**config.mk**
```make
export PLATFORM = sky130hd
export DESIGN_NAME = i2c_bit_rx
export DESIGN_NICKNAME = d
export VERILOG_FILES = /design/src/rtl/i2c_pkg.sv /design/src/rtl/i2c_evt_fifo.sv /design/src/rtl/i2c_bit_rx.sv
export SDC_FILE = /design/constraint.sdc
export NUM_CORES = 1
export LEC_CHECK = 0
export CORE_MARGIN = 2
export CORE_UTILIZATION = 50
export CTS_CLUSTER_SIZE = 24
export DETAILED_ROUTE_END_ITERATION = 8
export HOLD_SLACK_MARGIN = 0.08
export PLACE_DENSITY = 0.83
export SYNTH_ARGS = -nofsm -noshare
export SYNTH_HDL_FRONTEND = slang
export SYNTH_SLANG_ARGS = --single-unit
```
**constraint.sdc**
```tcl
create_clock -name clock -period 1.4 [get_ports clock]
set_input_delay 0.21 -clock clock [delete_from_list [all_inputs] [get_ports clock]]
set_output_delay 0.21 -clock clock [all_outputs]
set_load 0.02 [all_outputs]
```
**src/rtl/i2c_pkg.sv**
```systemverilog
// rtl/i2c_pkg.sv - I2C bit-level event codes and receive FSM state type
`timescale 1ns/1ps

package i2c_pkg;

   localparam logic [2:0] CMD_NONE  = 3'd0;
   localparam logic [2:0] CMD_START = 3'd1;
   localparam logic [2:0] CMD_1     = 3'd2;
   localparam logic [2:0] CMD_0     = 3'd3;
   localparam logic [2:0] CMD_STOP  = 3'd4;

   typedef enum logic [1:0] {
      RX_IDLE,
      RX_HOLD,
      RX_LOW,
      RX_HIGH
   } rx_state_t;

   function automatic logic [2:0] bit_code(input logic b);
      return b ? CMD_1 : CMD_0;
   endfunction

endpackage

```
**src/rtl/i2c_evt_fifo.sv**
```systemverilog
// rtl/i2c_evt_fifo.sv - small synchronous event FIFO; full-with-pop accepts the push
`timescale 1ns/1ps

module i2c_evt_fifo #(
   parameter int DEPTH = 4,
   parameter int WIDTH = 3
) (
   input  logic             clock,
   input  logic             rst_n,
   input  logic             push,
   input  logic [WIDTH-1:0] wdata,
   input  logic             pop,
   output logic [WIDTH-1:0] rdata,
   output logic             full,
   output logic             empty
);

   localparam int AW = $clog2(DEPTH);

   logic [AW:0]      wr_ptr;
   logic [AW:0]      rd_ptr;
   logic [WIDTH-1:0] mem [DEPTH];
   logic             do_push;
   logic             do_pop;

   assign empty   = (wr_ptr == rd_ptr);
   assign full    = (wr_ptr[AW] != rd_ptr[AW]) && (wr_ptr[AW-1:0] == rd_ptr[AW-1:0]);
   assign do_pop  = pop & ~empty;
   // A pop in the same cycle frees the slot, so a full FIFO still takes the push.
   assign do_push = push & (~full | do_pop);
   assign rdata   = mem[rd_ptr[AW-1:0]];

   always_ff @(posedge clock or negedge rst_n) begin
      if (!rst_n) begin
         wr_ptr <= '0;
         rd_ptr <= '0;
         for (int i = 0; i < DEPTH; i++) begin
            mem[i] <= '0;
         end
      end else begin
         if (do_push) begin
            mem[wr_ptr[AW-1:0]] <= wdata;
            wr_ptr              <= wr_ptr + (AW+1)'(1);
         end
         if (do_pop) begin
            rd_ptr <= rd_ptr + (AW+1)'(1);
         end
      end
   end

endmodule

```
**src/rtl/i2c_bit_rx.sv**
```systemverilog
// rtl/i2c_bit_rx.sv - I2C bit-level receive decoder (START/STOP/bit events into a FIFO)
// Optional glitch filter on SCL/SDA enabled by I2C_BIT_RX_FILTER_EN.
`timescale 1ns/1ps

module i2c_bit_rx
   import i2c_pkg::*;
#(
   parameter int FIFO_DEPTH = 4,
   parameter int FILTER_LEN = 3
) (
   input  logic       clock,
   input  logic       rst_n,
   input  logic       scl_i,
   input  logic       sda_i,
   output logic       evt_vld,
   output logic [2:0] evt,
   input  logic       evt_ready,
   output logic       bus_busy,
   output logic       overflow,
   input  logic       ovf_clr
);

   if (FIFO_DEPTH < 2 || (FIFO_DEPTH & (FIFO_DEPTH - 1)) != 0 || FILTER_LEN < 1) begin : g_param_check
      $error("i2c_bit_rx: FIFO_DEPTH must be a power of 2 >= 2 and FILTER_LEN >= 1");
   end

   logic [1:0] scl_sync;
   logic [1:0] sda_sync;
   logic       scl_s;
   logic       sda_s;
   logic       scl_f;
   logic       sda_f;
   logic       scl_q;
   logic       sda_q;

   always_ff @(posedge clock or negedge rst_n) begin
      if (!rst_n) begin
         scl_sync <= 2'b11;
         sda_sync <= 2'b11;
      end else begin
         scl_sync <= {scl_sync[0], scl_i};
         sda_sync <= {sda_sync[0], sda_i};
      end
   end

   assign scl_s = scl_sync[1];
   assign sda_s = sda_sync[1];

`ifdef I2C_BIT_RX_FILTER_EN
   localparam int CW = $clog2(FILTER_LEN + 1);

   logic [1:0]    lvl_s;
   logic [1:0]    lvl_f;
   logic [CW-1:0] cnt [2];

   assign lvl_s = {scl_s, sda_s};
   assign scl_f = lvl_f[1];
   assign sda_f = lvl_f[0];

   // Filtered level follows only after FILTER_LEN consecutive disagreeing samples.
   always_ff @(posedge clock or negedge rst_n) begin
      if (!rst_n) begin
         lvl_f  <= 2'b11;
         cnt[0] <= '0;
         cnt[1] <= '0;
      end else begin
         for (int i = 0; i < 2; i++) begin
            if (lvl_s[i] == lvl_f[i]) begin
               cnt[i] <= '0;
            end else if (cnt[i] == CW'(FILTER_LEN - 1)) begin
               lvl_f[i] <= lvl_s[i];
               cnt[i]   <= '0;
            end else begin
               cnt[i] <= cnt[i] + 1'b1;
            end
         end
      end
   end
`else
   assign scl_f = scl_s;
   assign sda_f = sda_s;
`endif

   always_ff @(posedge clock or negedge rst_n) begin
      if (!rst_n) begin
         scl_q <= 1'b1;
         sda_q <= 1'b1;
      end else begin
         scl_q <= scl_f;
         sda_q <= sda_f;
      end
   end

   logic start_det;
   logic stop_det;
   logic scl_rise;
   logic scl_fall;

   // Both conditions need SCL steady high, so an SCL edge always takes precedence.
   assign start_det = scl_f & scl_q & sda_q & ~sda_f;
   assign stop_det  = scl_f & scl_q & ~sda_q & sda_f;
   assign scl_rise  = scl_f & ~scl_q;
   assign scl_fall  = ~scl_f & scl_q;

   rx_state_t  state;
   logic       push;
   logic [2:0] push_code;
   logic       bit_val;

   always_ff @(posedge clock or negedge rst_n) begin
      if (!rst_n) begin
         state     <= RX_IDLE;
         push      <= 1'b0;
         push_code <= CMD_NONE;
         bit_val   <= 1'b0;
         bus_busy  <= 1'b0;
      end else begin
         push <= 1'b0;
         if (start_det) begin
            push      <= 1'b1;
            push_code <= CMD_START;
            bus_busy  <= 1'b1;
            state     <= RX_HOLD;
         end else begin
            case (state)
               RX_IDLE: ;
               RX_HOLD: begin
                  if (stop_det) begin
                     push      <= 1'b1;
                     push_code <= CMD_STOP;
                     bus_busy  <= 1'b0;
                     state     <= RX_IDLE;
                  end else if (scl_fall) begin
                     state <= RX_LOW;
                  end
               end
               RX_LOW: begin
                  if (scl_rise) begin
                     bit_val <= sda_f;
                     state   <= RX_HIGH;
                  end
               end
               RX_HIGH: begin
                  if (scl_fall) begin
                     push      <= 1'b1;
                     push_code <= bit_code(bit_val);
                     state     <= RX_LOW;
                  end else if (stop_det) begin
                     push      <= 1'b1;
                     push_code <= CMD_STOP;
                     bus_busy  <= 1'b0;
                     state     <= RX_IDLE;
                  end
               end
               default: state <= RX_IDLE;
            endcase
         end
      end
   end

   logic       fifo_full;
   logic       fifo_empty;
   logic [2:0] fifo_rdata;

   i2c_evt_fifo #(
      .DEPTH (FIFO_DEPTH),
      .WIDTH (3)
   ) u_fifo (
      .clock (clock),
      .rst_n (rst_n),
      .push  (push),
      .wdata (push_code),
      .pop   (evt_ready),
      .rdata (fifo_rdata),
      .full  (fifo_full),
      .empty (fifo_empty)
   );

   assign evt_vld = ~fifo_empty;
   assign evt     = fifo_empty ? CMD_NONE : fifo_rdata;

   always_ff @(posedge clock or negedge rst_n) begin
      if (!rst_n) begin
         overflow <= 1'b0;
      end else if (push & fifo_full & ~evt_ready) begin
         overflow <= 1'b1;
      end else if (ovf_clr) begin
         overflow <= 1'b0;
      end
   end

endmodule

```
==> results of run 1 <==
logic make-up (layout without fill, tap and decap cells):
group / count (synthesis) / count (layout)
compound gates: 13 / 13
xor+xnor: 7 / 7
fa+ha+maj: 5 / 5
buf+inv: 7 / 44
flops: 33 / 33
mux: 18 / 18
simple gates: 27 / 27
final timing paths:
path / from / endpoint / cells past startpoint / slack [ns]
setup reg to reg: u_fifo.rd_ptr[0] / u_fifo.mem[2] / 6 / -0.35
max in group asynchronous: rst_n / scl_sync[0] / 2 / 0.91
hold reg to reg: scl_sync[0] / scl_sync[1] / 0 / 0.36
hold / removal: rst_n / u_fifo.mem[9] / 2 / 0.24
setup / recovery: u_fifo.rd_ptr[0] / evt[1] / 4 / -0.46
min in group clock: sda_i / sda_sync[0] / 1 / 0.27
layer usage:
| metal | GRT usage | routed length [microns] | vias to the layer above |
|---|---|---|---|
| met5 | 0 | 0 | - |
| met4 | 0.0598 | 36 | 0 |
| met3 | 0.0527 | 101 | 5 |
| met2 | 0.319 | 1440 | 15 |
| met1 | 0.228 | 1130 | 490 |
| li1 | - | - | 458 |
power by group:
group	switching [mW]	total (mW)	leakage, nW	internal, mW
combinational	0.746	1.79	0.437	1.05
clock	0.331	0.709	0.0414	0.378
sequential	0.295	1.57	0.403	1.27
total	1.37	4.07	0.882	2.70
layout make-up:
class	instances	area share
well taps	31	0.0201
inverters	6	0.0117
repair buffers	30	0.137
clock buffers	5	0.0195
flip-flops and latches	33	0.433
clock inverters	3	0.0240
multi-input cells	70	0.355
registers in the layout (all words and copies together) (netlist names), 2 cells and up:
| name | flops |
|---|---|
| u_fifo.rd_ptr | 3 |
| u_fifo.wr_ptr | 3 |
| scl_sync | 2 |
| push_code | 3 |
| u_fifo.mem | 12 |
| sda_sync | 2 |
| state | 2 |
through the flow:
stage	std cells	power (mW)	hold slack (ns)
after floorplan	110	2.48	-0.0856
after global placement	166	3.07	0.347
after detailed placement	166	3.17	0.347
after CTS	176	4.05	0.227
after global routing	178	4.35	0.238
final	178	4.07	0.241
synthesized netlist by cell type:
library cell / n / share of area
nand3_1: 4 / 0.014
nor2b_1: 3 / 0.013
buf_4: 1 / 0.0051
nand4_1: 1 / 0.0042
nand4b_2: 1 / 0.010
dfrtp_1: 27 / 0.46
mux2_2: 15 / 0.11
o21a_1: 1 / 0.0051
a21oi_1: 5 / 0.017
inv_1: 6 / 0.015
nor2_1: 3 / 0.0076
ha_1: 5 / 0.042
nand3_2: 1 / 0.0068
and4b_1: 1 / 0.0068
xnor2_1: 5 / 0.030
mux4_1: 3 / 0.053
xnor2_2: 1 / 0.011
o21ai_0: 3 / 0.010
nand2_1: 5 / 0.013
nor3_1: 3 / 0.010
and2_1: 3 / 0.013
a21o_1: 2 / 0.010
nand3b_1: 1 / 0.0051
o2bb2ai_1: 1 / 0.0059
dfstp_2: 6 / 0.11
xor2_1: 1 / 0.0059
o22ai_1: 1 / 0.0042
and3_1: 1 / 0.0042
repair_timing:
item	CTS	global route
pin swaps	8	2
setup buffers	2	2
gates resized for setup	36	3
endpoints found under the setup margin	25	24
==> qor.csv, run 1 <==
stage,metric,value,unit
status,outcome,"complete, but fails checks",
status,violations,setup timing,
clock_tree,cts_buffers,5,
grt,overflow,0,
clock_tree,cts_root_buf,clkbuf_4,
critical_path,cp.required,1.19,ns
timing,tightest_slew,0.432,ns
placed_design,place.gp.congestion,0.783,
critical_path,path_common_cell,buf_6,
layout,seq_area,835,sq um
synthesis,syn-num-nets,121,
timing,hold_viol,0,
synthesis,ys_types,28,
timing,rsz0062_at_grt,true,
layout,postLayoutCellArea,0.00193,sq mm
grt,grt_pass1_wl,4690,microns
hold_path,hold_class,input port to async pin,
placed_design,placed_area,0.00177,sq mm
floorplan,num_io_pins,12,
pwr,ir_drop,1.61,mV
floorplan,num_rows,19,
grt,grt_max_degree,34,
synthesis,postSynthCellCount,110,
timing,finalSetupTns,-7.04,ns
timing,drv_slew,0,
layout,nets,157,
critical_path,crit_buf_inv,2,
critical_path,crit_type,flip-flop to output pin,
pwr,pwr_density_cell,2110,mW/mm^2
timing,layout_min_cycle_time,1.86,ns
critical_path,slowest_stage,mux4_2,
layout,fillerInstances,204,
clock_tree,clockBufferDepth,2,
floorplan,die_h,58.4,microns
critical_path,cp-end-kind,output pin,
synthesis,synth-xor-area-share,0.0466,
grt,antenna_found_initial,0,
synthesis,synth_mux_area_frac,0.168,
clock_tree,clk_pin_slew,0.11,ns
clock_tree,htreeDepth,2,
timing,skew,0.0131,ns
floorplan,core_area,0.00278,sq mm
placed_design,dpl_worst_slack,-0.520,ns
critical_path,path_cells,buf_6 -> mux4_2 -> and2_4 -> buf_6,
floorplan,start_util,0.531,
grt,globalRouteTotalUtil,0.187,
floorplan,die_w,58.4,microns
synthesis,yosysWarningCount,0,
layout,mostFrequentLayoutCell,dfrtp_1,
route,vias,968,
critical_path,arrival,1.65,ns
route,ant_nets,0,
layout,layout_common_cells,"dfrtp_1, mux2_2, buf_4",
route,vias_per_cell,5.44,
placed_design,hpwlAfterDp,1860,microns
placed_design,io_buffers,11,
layout,multi_input_area,686,sq um
critical_path,startpoint_type,flip-flop,
synthesis,syn_area,0.00148,sq mm
synthesis,synth-seq-area-share,0.564,
layout,drive_gt1_frac,0.469,
clock_tree,clock-sinks,33,
route,post_drt_wl_per_cell,15.2,microns
grt,grt_pass1_vias,1021,
clock_tree,ctsHoldBuffers,0,
route,route.detailed.drc,0,
floorplan,die_area,0.00341,sq mm
synthesis,synth-simple-area-share,0.107,
timing,setup_slack,-0.464,ns
clock_tree,clkLatencyLatePin,0.33,ns
critical_path,path_delay_family,multiplexers,
pwr,leakage,0.882,nW
flow_run,drv_cap,0,
timing,relSlewSlack,0.712,
synthesis,synth_compound_area_frac,0.0525,
clock_tree,cts_tree,built,
synthesis,synth.avg_cell_area,13.4,sq um
route,totalWireLength,2710,microns
layout,n_antenna_cell,0,
layout,syn2layout_area_growth,30.6,%
synthesis,ys_ff_latch,33,
layout,postLayoutCoreUtil,0.694,
timing,setup_viol,23,
synthesis,synth_top_family_by_area,multiplexers,
timing,max_freq,0.537,GHz
critical_path,path_max_fanout,4,
critical_path,critPathMaxStageDelay,0.48,ns
route,dr.pass1.iters,4,
timing,period_share,1.33,
synthesis,synthAdderAreaFrac,0.0423,
route,drt_iter0_markers,20,
No activity file was read; power rests on OpenSTA's default activity.
==> inputs of run 2 (changes only) <==
--- a/config.mk
+++ b/config.mk
@@ -9,7 +9,6 @@
 export CORE_UTILIZATION = 50
 export CTS_CLUSTER_SIZE = 24
 export DETAILED_ROUTE_END_ITERATION = 8
-export HOLD_SLACK_MARGIN = 0.08
 export PLACE_DENSITY = 0.83
 export SYNTH_ARGS = -nofsm -noshare
 export SYNTH_HDL_FRONTEND = slang
==> results of run 2 <==
No change in the layout: final DEF, timing and power equal those of run 1.
==> inputs of run 3 (changes only) <==
--- a/config.mk
+++ b/config.mk
@@ -5,11 +5,12 @@
 export SDC_FILE = /design/constraint.sdc
 export NUM_CORES = 1
 export LEC_CHECK = 0
-export CORE_MARGIN = 2
-export CORE_UTILIZATION = 50
+export CORE_MARGIN = 10
+export CORE_UTILIZATION = 30
 export CTS_CLUSTER_SIZE = 24
 export DETAILED_ROUTE_END_ITERATION = 8
-export PLACE_DENSITY = 0.83
+export PLACE_DENSITY = 0.58
+export REMOVE_ABC_BUFFERS = 1
 export SYNTH_ARGS = -nofsm -noshare
 export SYNTH_HDL_FRONTEND = slang
 export SYNTH_SLANG_ARGS = --single-unit
==> qor.csv, run 3 (synthesized netlist as in run 1, its figures left out) <==
stage,metric,value,unit
status,outcome,"complete, but fails checks",
status,violations,setup timing,
timing,tightest_slew,0.490,ns
hold_path,hold_class,input port to async pin,
clock_tree,htreeDepth,2,
grt,overflow,0,
critical_path,rr_worst_depth,6,
timing,rsz0062_at_grt,true,
layout,nets,157,
floorplan,core_area,0.00475,sq mm
critical_path,cp-endpoint,evt[2],
critical_path,timing.rr.end,u_fifo.mem[1],
layout,postLayoutCoreUtil,0.444,
pwr,p_clk_frac,0.163,
clock_tree,clock-sinks,33,
pwr,ir_drop,0.775,mV
clock_tree,cts_tree,built,
placed_design,place_inst,203,
layout,n_antenna_cell,0,
floorplan,start_util,0.311,
route,dr.pass1.iters,4,
grt,grt_pass1_wl,5460,microns
timing,period_share,1.25,
layout,drive_gt1_frac,0.490,
pwr,p_int,2.98,mW
critical_path,startpoint_type,flip-flop,
timing,setup_slack,-0.345,ns
layout,syn2layout_area_growth,42.8,%
critical_path,r2r_slack,-0.34,ns
layout,layout.cells.non_filler,214,
pwr,power,4.47,mW
grt,antenna_found_initial,0,
pwr,seqPwrFrac,0.353,
critical_path,setup.worst_path.start,u_fifo.rd_ptr[0],
clock_tree,cts_root_buf,clkbuf_8,
timing,skew,0.00752,ns
layout,largest_reg_flops,12,
floorplan,num_rows,25,
critical_path,cp-end-kind,output pin,
clock_tree,ctsHoldBuffers,0,
grt,globalRouteTotalUtil,0.0830,
floorplan,num_io_pins,12,
grt,grt_pass1_vias,1118,
clock_tree,clkLatencyLatePin,0.28,ns
pwr,p_comb_frac,0.484,
clock_tree,clockBufferDepth,2,
pwr,p_sw,1.49,mW
timing,hold_viol,0,
flow_run,drv_cap,0,
pwr,sw_frac_of_total,0.333,
critical_path,path_max_fanout,4,
placed_design,place.gp.congestion,0.764,
timing,layout_min_cycle_time,1.75,ns
route,totalWireLength,3140,microns
placed_design,hpwlAfterDp,2000,microns
route,post_drt_wl_per_cell,14.7,microns
grt,grt_max_degree,34,
route,vias_per_cell,4.58,
layout,top_register,u_fifo.mem,
placed_design,io_buffers,11,
critical_path,arrival,1.54,ns
timing,drv_slew,0,
critical_path,cp.required,1.19,ns
layout,mostFrequentLayoutCell,dfrtp_1,
critical_path,r2r_start,u_fifo.rd_ptr[0],
layout,layout_common_cells,"dfrtp_1, mux2_4, buf_4",
timing,max_freq,0.573,GHz
floorplan,die_h,90.2,microns
timing,relSlewSlack,0.673,
timing,finalSetupTns,-6.07,ns
clock_tree,clk_pin_slew,0.07,ns
floorplan,die_w,90.2,microns
pwr,leakage,0.983,nW
critical_path,crit_type,flip-flop to output pin,
clock_tree,cts_buffers,5,
route,vias,981,
route,route.detailed.drc,0,
route,drt_iter0_markers,67,
timing,setup_viol,22,
floorplan,die_area,0.00813,sq mm
layout,fillerInstances,445,
pwr,pwr_density_cell,2120,mW/mm^2
route,ant_nets,0,
==> run 3: worst min path at each step <==
stage / start / to / slack [ns]
after global routing: rst_n / u_fifo.rd_ptr[2] / 0.31
after global placement: sda_sync[0] / sda_sync[1] / 0.35
final: rst_n / overflow / 0.30
after CTS: rst_n / u_fifo.mem[4] / 0.30
after floorplan: rst_n / bit_val / -0.09
after detailed placement: scl_sync[0] / scl_sync[1] / 0.35
==> run 3: layer usage <==
layer  track usage  vias up  routed length (microns)
met5             0        -                        0
met4        0.0305        0                       36
met3        0.0374        6                      120
met2         0.129       17                     1580
met1        0.0985      503                     1400
li1              -      455                        -
==> run 3: power groups by stage <==
stage / clock [mW] / combinational, mW / sequential, mW
finish: 0.729 / 2.17 / 1.58
global route: 0.816 / 2.33 / 1.63
CTS: 0.759 / 2.07 / 1.58
detailed placement: 0 / 1.63 / 1.54
global placement: 0 / 1.56 / 1.52
floorplan: 0 / 0.871 / 1.51
==> run 3: critical path, stage by stage, from the launching register on <==
cell and delay [ns]:
dfrtp_2 0.44, mux4_2 0.53, and2_1 0.16, buf_6 0.13
==> run 3: final cells by class <==
| cell class | instances | area, sq um | area share |
|---|---|---|---|
| clock buffers | 8 | 90.1 | 0.0427 |
| inverters | 6 | 22.5 | 0.0107 |
| multi-input cells | 70 | 793 | 0.376 |
| flip-flops and latches | 33 | 835 | 0.395 |
| well taps | 67 | 83.8 | 0.0397 |
| repair buffers | 30 | 287 | 0.136 |
==> run 3: metrics by stage <==
step	cell area, sq um	hold slack, ns	setup WS, ns
floorplan	1470	-0.0856	-0.182
global placement	1800	0.347	-0.445
detailed placement	1800	0.349	-0.527
CTS	2060	0.299	-0.365
global route	2110	0.307	-0.446
finish	2110	0.298	-0.345
==> run 3: timing repair <==
item / 4_1_cts / 5_1_grt
pin swaps: 12 / 2
gates resized for setup: 65 / 9
setup endpoints to repair: 25 / 28
buffers inserted: 5 / 4
